--- config.mk ---
export PLATFORM = sky130hd
export DESIGN_NAME = spi_baud_generator_p
export DESIGN_NICKNAME = d
export VERILOG_FILES = /design/src/rtl/spi_baud_generator_p.sv
export SDC_FILE = /design/constraint.sdc
export NUM_CORES = 1
export LEC_CHECK = 0
export ABC_AREA = 1
export BUFFER_PORTS_ARGS = -buffer_cell sky130_fd_sc_hd__clkbuf_2
export CAP_MARGIN = 20
export CORE_MARGIN = 2
export CORE_UTILIZATION = 50
export CTS_CLUSTER_SIZE = 14
export DETAILED_ROUTE_END_ITERATION = 8
export PLACE_DENSITY = 0.7
export SLEW_MARGIN = 20
export SYNTH_ARGS = -nofsm -noshare
export SYNTH_HDL_FRONTEND = slang
export SYNTH_SLANG_ARGS = --single-unit
--- constraint.sdc ---
create_clock -name PCLK -period 4.8 [get_ports PCLK]
set_input_delay 0.96 -clock PCLK [delete_from_list [all_inputs] [get_ports PCLK]]
set_output_delay 0.96 -clock PCLK [all_outputs]
set_load 0.03 [all_outputs]
--- src/rtl/spi_baud_generator_p.sv ---
// spi_baud_generator_p: SCLK generator with sample/shift strobes and per-frame edge counting.
// Define SPI_BAUD_SHADOW_EN to freeze sppr/spr/cpol/cpha for the duration of a frame.
module spi_baud_generator_p #(
    parameter int SPPR_W = 3,
    parameter int SPR_W  = 3,
    parameter int DIV_W  = 12,
    parameter int DATA_W = 8
) (
    input  logic              PCLK,
    input  logic              PRESET,
    input  logic [1:0]        spi_mode_i,
    input  logic              spiswai_i,
    input  logic [SPPR_W-1:0] sppr_i,
    input  logic [SPR_W-1:0]  spr_i,
    input  logic              cpol_i,
    input  logic              cpha_i,
    input  logic              ss_i,
    output logic              sclk_o,
    output logic              miso_receive_sclk0_o,
    output logic              mosi_send_sclk0_o,
    output logic              miso_receive_sclk_o,
    output logic              mosi_send_sclk_o,
    output logic [DIV_W-1:0]  BaudRateDivisor_o,
    output logic              busy_o,
    output logic              frame_done_o
);
    localparam int EW = $clog2(2*DATA_W+1);
    localparam logic [EW-1:0] LAST_EDGE = EW'(2*DATA_W-1);
    typedef enum logic [1:0] {IDLE, RUN, DONE} state_t;
    state_t r_state, w_state_nxt;
    logic [DIV_W-1:0] r_cnt, r_div, w_base, w_h, w_d;
    logic [EW-1:0] r_edge;
    logic r_phase, r_arm, r_sclk, r_miso, r_mosi, r_done;
    logic w_en, w_tick, w_sample, w_phase_nxt, w_go;
    logic [SPPR_W-1:0] w_sppr;
    logic [SPR_W-1:0] w_spr;
    logic [SPR_W:0] w_sh;
    logic w_cpol, w_cpha;
`ifdef SPI_BAUD_SHADOW_EN
    logic [SPPR_W-1:0] r_sppr_s;
    logic [SPR_W-1:0] r_spr_s;
    logic r_cpol_s, r_cpha_s;
    always_ff @(posedge PCLK or posedge PRESET) begin
        if (PRESET) begin
            r_sppr_s <= '0;
            r_spr_s  <= '0;
            r_cpol_s <= 1'b0;
            r_cpha_s <= 1'b0;
        end else if (w_go) begin
            r_sppr_s <= sppr_i;
            r_spr_s  <= spr_i;
            r_cpol_s <= cpol_i;
            r_cpha_s <= cpha_i;
        end
    end
    // Idle tracks the live inputs so sclk_o and the divisor stay visible to software.
    assign w_sppr = (r_state == IDLE) ? sppr_i : r_sppr_s;
    assign w_spr  = (r_state == IDLE) ? spr_i  : r_spr_s;
    assign w_cpol = (r_state == IDLE) ? cpol_i : r_cpol_s;
    assign w_cpha = (r_state == IDLE) ? cpha_i : r_cpha_s;
`else
    assign w_sppr = sppr_i;
    assign w_spr  = spr_i;
    assign w_cpol = cpol_i;
    assign w_cpha = cpha_i;
`endif
    assign w_base   = DIV_W'(w_sppr) + DIV_W'(1);
    assign w_sh     = {1'b0, w_spr} + (SPR_W+1)'(1);
    assign w_d      = w_base << w_sh;
    assign w_h      = w_base << w_spr;
    assign w_en     = (spi_mode_i == 2'b00) || (spi_mode_i == 2'b01 && !spiswai_i);
    // >= rather than == so a shrinking divisor never lets the counter run past the compare.
    assign w_tick   = (r_state == RUN) && w_en && !ss_i && (r_cnt >= w_h - DIV_W'(1));
    assign w_sample = (r_edge[0] == w_cpha);
    always_comb begin
        w_state_nxt = r_state;
        if (ss_i || spi_mode_i[1])
            w_state_nxt = IDLE;
        else if (r_state == IDLE && w_en && r_arm)
            w_state_nxt = RUN;
        else if (w_tick && r_edge == LAST_EDGE)
            w_state_nxt = DONE;
        w_go        = (r_state == IDLE) && (w_state_nxt == RUN);
        w_phase_nxt = (w_state_nxt != RUN) ? 1'b0 : (r_phase ^ w_tick);
    end
    always_ff @(posedge PCLK or posedge PRESET) begin
        if (PRESET) begin
            r_state <= IDLE;
            r_cnt   <= '0;
            r_edge  <= '0;
            r_phase <= 1'b0;
            r_arm   <= 1'b1;
            r_sclk  <= 1'b0;
            r_miso  <= 1'b0;
            r_mosi  <= 1'b0;
            r_done  <= 1'b0;
            r_div   <= '0;
        end else begin
            r_state <= w_state_nxt;
            r_div   <= w_d;
            r_arm   <= ss_i || (r_arm && !w_go);
            r_phase <= w_phase_nxt;
            r_sclk  <= w_cpol ^ w_phase_nxt;
            r_miso  <= w_tick && w_sample;
            r_mosi  <= w_tick && !w_sample;
            r_done  <= w_tick && (r_edge == LAST_EDGE);
            if (w_state_nxt != RUN) begin
                r_cnt  <= '0;
                r_edge <= '0;
            end else if (w_tick) begin
                r_cnt  <= '0;
                r_edge <= r_edge + EW'(1);
            end else if (r_state == RUN && w_en) begin
                r_cnt  <= r_cnt + DIV_W'(1);
            end
        end
    end
    assign sclk_o               = r_sclk;
    assign miso_receive_sclk0_o = w_tick && w_sample;
    assign mosi_send_sclk0_o    = w_tick && !w_sample;
    assign miso_receive_sclk_o  = r_miso;
    assign mosi_send_sclk_o     = r_mosi;
    assign BaudRateDivisor_o    = r_div;
    assign busy_o               = (r_state == RUN);
    assign frame_done_o         = r_done;
endmodule

After elaboration in Yosys (flattened, before gate mapping)
Index checks and enable logic that the tools add are counted.
- bits in registers: 37
- input port bits: 14
- output and inout bits: 19
- word-level logic and storage cells: 57
- add/subtract/negate cells: 5
- order comparisons: 1
- equality and inequality tests: 6
- shifts and indexed selects: 2
- multiplexer cells: 9
- bitwise operators: 2
- reductions and logical operators: 22
- operator list (cell ; number):
    $mux W12 ; 3
    $add A12 B1 Y12 const B ; 1
    $ge A12 B12 Y1 ; 1
    $shl A4 B3 Y12 ; 1
    $shl A4 B4 Y12 ; 1
    $sub A12 B1 Y12 const B ; 1
    $logic_and A1 B1 Y1 ; 11
    $mux W5 ; 2
    $add A3 B1 Y4 const B ; 2
    $eq A2 B1 Y1 const B ; 3
    $mux W2 ; 3
    $add A5 B1 Y5 const B ; 1
    $eq A5 B4 Y1 const B ; 1
    $logic_not A1 Y1 ; 4
    $logic_not A2 Y1 ; 2
    $logic_or A1 B1 Y1 ; 3
    $reduce_bool A3 Y1 ; 1
    $ne A2 B1 Y1 const B ; 1
    $reduce_bool A2 Y1 ; 1
    $xor A1 B1 Y1 ; 2
    $eq A1 B1 Y1 ; 1
    $mux W1 ; 1

Longest topological paths before layout
Gate-level depths: netlist of the first run.
- word-level depth: 15
- gate-level depth with buffers: 26
- mapped depth without buffers: 26

Worst setup path before layout of the first run
No wires, ideal clock.
- kind: input port to output port
- start: in sppr_i[0]
- end: out miso_receive_sclk0_o
- arrival time: 3.621 ns
- required time: 3.840 ns
- slack: 0.219 ns
- cell stages on the path: 20
- path buffers: 1
- cells stage by stage: ha_1 -> or2_1 -> nand2_1 -> nand2_2 -> nand3_2 -> nand3_2 -> nor2_4 -> nand3_1 -> nor2_1 -> nand2_1 -> ha_1 -> nand2_1 -> nor2_1 -> nand2_1 -> nor2_1 -> nand2_1 -> nand2_1 -> nand2_1 -> buf_2 -> nor2_1
- cells in the longest elaborated chain, start to end: 6
- ends and longest elaborated chain (what ; line ; RTL):
    from (decl) ; 13 ; input logic [SPPR_W-1:0] sppr_i,
    $add A3 B1 Y4 ; 67 ; assign w_base = DIV_W'(w_sppr) + DIV_W'(1);
    $shl A4 B3 Y12 ; 70 ; assign w_h = w_base << w_spr;
    $sub A12 B1 Y12 ; 73 ; assign w_tick = (r_state == RUN) && w_en && !ss_i && (r_cnt >= w_h - DIV_W'(1));
    $ge A12 B12 Y1 ; 73 ;
    $logic_and A1 B1 Y1 ; 73 ;
    $logic_and A1 B1 Y1 ; 119 ; assign miso_receive_sclk0_o = w_tick && w_sample;
    to (decl) ; 19 ; output logic miso_receive_sclk0_o,
No other way between the ends.

Worst setup path in the final report of the first run
- start: in sppr_i[0]
- end: out mosi_send_sclk0_o
- cells in the longest elaborated chain, start to end: 6
- ends and longest elaborated chain (what ; line ; RTL):
    $add A3 B1 Y4 ; 67 ;
    $shl A4 B3 Y12 ; 70 ;
    $sub A12 B1 Y12 ; 73 ;
    $ge A12 B12 Y1 ; 73 ;
    $logic_and A1 B1 Y1 ; 73 ;
    $logic_and A1 B1 Y1 ; 120 ; assign mosi_send_sclk0_o = w_tick && !w_sample;
    to (decl) ; 20 ; output logic mosi_send_sclk0_o,
No other way between the ends.

==> results of run 1 <==
[sequential cells by signal, indices dropped and copies added (netlist names)]
signal,flops
BaudRateDivisor_o,12
r_cnt,12
r_edge,5
r_state,2
frame_done_o,1
miso_receive_sclk_o,1
mosi_send_sclk_o,1
r_arm,1
r_phase,1
sclk_o,1
[where the power goes]
group | total, mW | internal [mW] | switching, mW
Sequential | 0.326 | 0.322 | 0.00375
Clock | 0.224 | 0.103 | 0.121
Combinational | 0.176 | 0.0592 | 0.117
[cell families (layout without fill, tap and decap cells)]
| family | after synthesis | in the layout | share of synthesized area, % |
|---|---|---|---|
| simple gates | 217 | 217 | 36.3 |
| xor+xnor | 12 | 12 | 3.99 |
| compound gates | 32 | 32 | 7.08 |
| flops | 37 | 37 | 35.2 |
| buf+inv | 57 | 97 | 8.93 |
| fa+ha+maj | 18 | 18 | 8.55 |
[worst paths after layout]
kind / start / slack, ns / end
hold reg to reg: r_cnt[4] / 0.54 / r_cnt[4]
min in group asynchronous: PRESET / 0.72 / BaudRateDivisor_o[2]
setup reg to reg: r_cnt[5] / 2.46 / r_cnt[1]
hold / removal: r_cnt[4] / 0.54 / r_cnt[4]
max in group asynchronous: PRESET / 3.31 / r_arm
setup / recovery: sppr_i[0] / 0.25 / mosi_send_sclk0_o
[repair_timing]
item / CTS / global route
resized for setup: 0 / 19
buffers inserted: 0 / 2
setup endpoints to repair: 0 / 2
[final cells by class]
| type | instances | share of cell area [%] |
|---|---|---|
| multi-input cells | 279 | 50.0 |
| flip-flops and latches | 37 | 30.4 |
| repair buffers | 41 | 7.75 |
| inverters | 48 | 5.99 |
| well taps | 70 | 2.87 |
| clock buffers | 5 | 2.26 |
| clock inverters | 3 | 0.697 |
[routing by layer]
layer | wire [um] | up-vias
met5 | 0 | -
met4 | 90 | 0
met3 | 109 | 7
met2 | 2590 | 29
met1 | 2600 | 1098
li1 | - | 1261
[worst reg2reg max path, stage by stage (launching register included)]
cell       delay, ns
dfrtp_1         0.45
ha_1            0.33
nand2_1         0.07
nand2_1         0.05
nand2_1         0.05
nand2_1         0.05
a21oi_1         0.15
nand2_2         0.10
nand3_2         0.10
o2111ai_1       0.38
nor2_1          0.26
buf_4           0.19
nand2_1         0.06
nand2_1         0.06
[cell usage after synthesis (all sizes together) (2+ instances only)]
cell	number
nand2	128
inv	47
nor2	47
dfrtp	36
nand3	23
ha	18
a21oi	11
o21ai	9
xor2	9
buf	8
nand4	7
or2	6
o22ai	5
nor3	3
o21bai	3
xnor2	3
nand3b	2
==> impl_metrics.yaml, run 1 <==
synth:
  synth.distinct_cells: 37
  yosys.area.top_type: "dfrtp_1"
  ys_seq_area_share_pct: 35.2
  avgSynthCellArea_um2: 7.06
  synth_flop_cell: "dfrtp_1"
  syn-cell-area_um2: 2640
  yosysTopAreaCellShare_pct: 34.2
  async_reset_ff_share_pct: 100
  synthTopCellsByArea: "dfrtp_1 34%, nand2_1 18%, ha_1 8.5%"
  ys_seq_elements: 37
  synth_edf_count: 0
  synthesis.nets: 405
  ys_warn_count: 0
  syn_inst: 373
sta:
  slew_headroom_pct: 48.1
  setup_tns_ns: 0
  worst_pin_slew_ns: 0.778
  slew_viol_final: 0
  max_freq_mhz: 220
  setup_violations: 0
  hold_viol_final: 0
  finalWorstSetupSlack_ns: 0.252
  finalClockSkew_ns: 0.00145
  fin_crit_sh_pct: 94.8
  fin_hold_ws_ns: 0.540
  min_period_ns: 4.55
clock_tree:
  max-clock-path-buffers: 2
  cts-root-buf: "clkbuf_8"
  htree_levels: 2
  insertion_delay_ns: 0.29
  cts_inserted_buffers: 5
  cts_tree: "done"
  cts.sinks: 37
  clk_pin_slew_worst_paths_ns: 0.08
  postCtsHoldBufs: 0
setup_path:
  crit_slowest_cell: "ha_1"
  critical_path_required_ns: 3.84
  crit_cells: 21
  end_kind: "output port"
  crit_buf_inv: 2
  crit_type: "in2out"
  cpPeakStageDelay_ns: 0.29
  critPathLaunchType: "input port"
  arrival_ns: 3.59
  crit_top_cell: "nand2_1"
  path_cells: "clkbuf_2 -> ha_4 -> or2_1 -> nand2_1 -> nand2_1 -> nand3_2 -> nand3_1 -> nor2_4 -> nand3_1 -> nor2_1 -> nand2_1 -> ha_1 -> nand2_1 -> nor2_2 -> nand2_1 -> nor2_1 -> nand2_1 -> nand2_2 -> nand2_2 -> nor2_2 -> buf_4"
  path_delay_family: "simple AND/OR/NAND/NOR gates"
  crit_fanout: 5
  r2r_cells: 13
global_route:
  grt_use_met1_pct: 25.7
  grt_start_max_net_pins: 22
  grt_pass1_wl_um: 9710
  grt_overflow: 0
  gr-usage-met3_pct: 3.08
  grt_pass1_vias: 2276
  grt_busiest_layer: "met2"
  grtUsageMet2_pct: 33.8
  groute.usage.overall_pct: 20.0
  antenna_found_initial: 0
detailed_routing:
  num_vias: 2395
  drt_iter0_markers: 126
  wl_per_cell_um: 11.2
  firstDrtPassIters: 4
  detail_route.drc_violations: 0
  drt-vias-per-instance: 4.96
  wirelength_um: 5390
  drtAntennaViolNets: 0
final_layout:
  postLayoutCellArea_um2: 3050
  fin_util_pct: 59.7
  nNetsFinal: 444
  layout-drive-gt1-share_pct: 20.8
  seq_area_um2: 927
  finalNonFillerCells: 483
  multi_input_area_um2: 1530
  diodes: 0
  n_fill_cell: 486
  final_common_cell: "nand2_1"
  area_growth_pct: 15.8
  most-common-layout-cells: "123 x nand2_1, 40 x inv_1, 36 x dfrtp_1, 36 x nor2_1, 30 x clkbuf_2"
floorplanning:
  rows: 26
  die_x_um: 76.6
  boundaryPins: 33
  dieArea_um2: 5870
  initial_utilization_pct: 51.6
  coreArea_um2: 5110
  die_height_um: 76.6
placed_design:
  hpwlAfterDp_um: 4180
  dp.cells: 473
  dp_slack_ns: 0.0849
  placedInstanceArea_um2: 2880
  io_buffers: 32
  gp_congestion: 0.850
power_and_ir_drop:
  p_leak_nw: 1.67
  ir_drop_mv: 0.146
  power_uw: 726
  p_per_area_nw_per_um2: 238
run:
  maxCapViolations: 0
min_path:
  min_path_cells: 2
  holdCritPathClass: "reg2reg"
status:
  status: "complete, no violations"
Note: power is estimated with default switching activity, not from simulation.
==> run 2, diff against run 1 <==
==> constraint.sdc (replaced) <==
create_clock -name PCLK -period 4.85 [get_ports PCLK]
set_input_delay 0.97 -clock PCLK [delete_from_list [all_inputs] [get_ports PCLK]]
set_output_delay 0.97 -clock PCLK [all_outputs]
set_load 0.03 [all_outputs]
==> run 2 against run 1 <==
  * Clock skew grew 0.0059 ns
  * Clock-buffer cell count is the same
  * Clock power about the same
  * Critical endpoint unchanged
==> impl_metrics.yaml, run 2 (synthesized netlist as in run 1, its figures left out) <==
power_and_ir_drop:
  p_per_area_nw_per_um2: 238
  ir_drop_mv: 0.151
  p_leak_nw: 1.66
  power_uw: 719
setup_path:
  critPathLaunchType: "input port"
  crit_type: "in2out"
  crit_slowest_cell: "ha_1"
  critical_path_required_ns: 3.88
  cpPeakStageDelay_ns: 0.26
  arrival_ns: 3.56
  crit_top_cell: "nand2_1"
  end_kind: "output port"
  path_cells: "clkbuf_2 -> inv_4 -> nor2_1 -> a21oi_1 -> nor2_1 -> nand2_1 -> ha_1 -> nand3_1 -> inv_1 -> nand2_1 -> xor2_1 -> inv_1 -> ha_1 -> nand2_1 -> inv_1 -> nand2_1 -> nand2_1 -> a21oi_1 -> nand2_2 -> nand2_2 -> nor2_2 -> buf_4"
  crit_fanout: 11
sta:
  finalClockSkew_ns: 0.00740
  hold_viol_final: 0
  rsz0062_at_grt: "false"
  worst_pin_slew_ns: 0.587
  fin_crit_sh_pct: 93.5
  slew_viol_final: 0
  min_period_ns: 4.53
  max_freq_mhz: 221
  slew_headroom_pct: 60.8
  setup_violations: 0
  setup_tns_ns: 0
detailed_routing:
  num_vias: 2410
  wirelength_um: 5510
  drtAntennaViolNets: 0
  drt-vias-per-instance: 5.00
  drt_iter0_markers: 118
  wl_per_cell_um: 11.4
  detail_route.drc_violations: 0
  firstDrtPassIters: 4
clock_tree:
  cts.sinks: 37
  htree_levels: 2
  cts_inserted_buffers: 5
  cts-root-buf: "clkbuf_8"
  clk_pin_slew_worst_paths_ns: 0.08
  postCtsHoldBufs: 0
  cts_tree: "done"
  insertion_delay_ns: 0.30
  max-clock-path-buffers: 2
final_layout:
  n_fill_cell: 477
  final_common_cell: "nand2_1"
  most-common-layout-cells: "123 x nand2_1, 40 x inv_1, 37 x nor2_1"
  area_growth_pct: 14.9
  fin_util_pct: 59.3
  diodes: 0
  nNetsFinal: 443
  layout-drive-gt1-share_pct: 19.9
global_route:
  grt_overflow: 0
  groute.usage.overall_pct: 20.4
  grt_pass1_wl_um: 9820
  grt_start_max_net_pins: 23
  antenna_found_initial: 0
  grt_pass1_vias: 2280
floorplanning:
  coreArea_um2: 5110
  die_x_um: 76.6
  initial_utilization_pct: 51.6
  dieArea_um2: 5870
  die_height_um: 76.6
  rows: 26
  boundaryPins: 33
run:
  maxCapViolations: 0
status:
  status: "complete, no violations"
placed_design:
  gp_congestion: 0.828
  io_buffers: 32
  hpwlAfterDp_um: 4270
min_path:
  holdCritPathClass: "reg2reg"
==> run 2: changes by cell type in the layout (fill, tap and decap cells not counted) <==
cell / previous run / this run
nand3_2: 7 / 6
a21oi_2: 1 / 0
nor2_4: 3 / 2
nor2_1: 36 / 37
nand3_1: 16 / 17
buf_4: 10 / 9
a21oi_1: 10 / 11
==> run 2: final timing paths <==
path                                start           endpoint  slack (ns)  depth (start not counted)
max in group asynchronous          PRESET              r_arm        3.37                          3
worst min-delay path            r_edge[4]          r_edge[4]        0.54                          2
min in group asynchronous          PRESET           r_cnt[3]        0.70                          2
worst max register to register   r_cnt[5]          r_cnt[10]        2.59                         13
worst max-delay path             spr_i[0]  mosi_send_sclk0_o        0.32                         22
worst min register to register  r_edge[4]          r_edge[4]        0.54                          2
==> run 2: critical path: cells and delay by family <==
family | cells | cell delay [ns]
and+or+nand+nor | 11 | 1.05
AOI/OAI and AO/OA | 2 | 0.25
adders and majority gates | 2 | 0.49
xor gates and xnor gates | 1 | 0.16
buffers and inverters | 6 | 0.63
==> run 2: stage by stage <==
| step | area (um^2) | cells | hold WS (ns) | setup WS [ns] |
|---|---|---|---|---|
| 2_1_floorplan | 2640 | 373 | 0.486 | 0.249 |
| 3_3_place_gp | 2880 | 472 | 0.517 | 0.188 |
| 3_5_place_dp | 2880 | 472 | 0.522 | 0.158 |
| 4_1_cts | 2970 | 480 | 0.541 | 0.157 |
| 5_1_grt | 3030 | 482 | 0.559 | 0.00677 |
| 6_report | 3030 | 482 | 0.539 | 0.316 |
==> run 2: final cells by class <==
type / instances / area, um^2 / share of cell area, %
timing repair buffer: 40 / 229 / 7.57
multi-input combinational: 279 / 1510 / 49.9
inverter: 48 / 183 / 6.04
tap: 70 / 87.6 / 2.89
clock inverter: 3 / 21.3 / 0.703
clock buffer: 5 / 68.8 / 2.27
sequential: 37 / 927 / 30.6
==> run 2: what timing repair did <==
action	in CTS	in global routing
setup buffers	0	2
setup endpoints to repair	0	2
resized for setup	0	15
==> run 2: report_power, final <==
group	switching, mW	total (mW)	internal [mW]
clock	0.122	0.224	0.102
combinational	0.116	0.173	0.0573
sequential	0.00346	0.322	0.319
==> run 2: per-layer routing <==
layer | wire [um] | track usage, % | vias up
li1 | - | - | 1255
met1 | 2590 | 25.8 | 1101
met2 | 2650 | 34.7 | 46
met3 | 162 | 3.79 | 8
met4 | 116 | 7.27 | 0
met5 | 0 | 0 | -
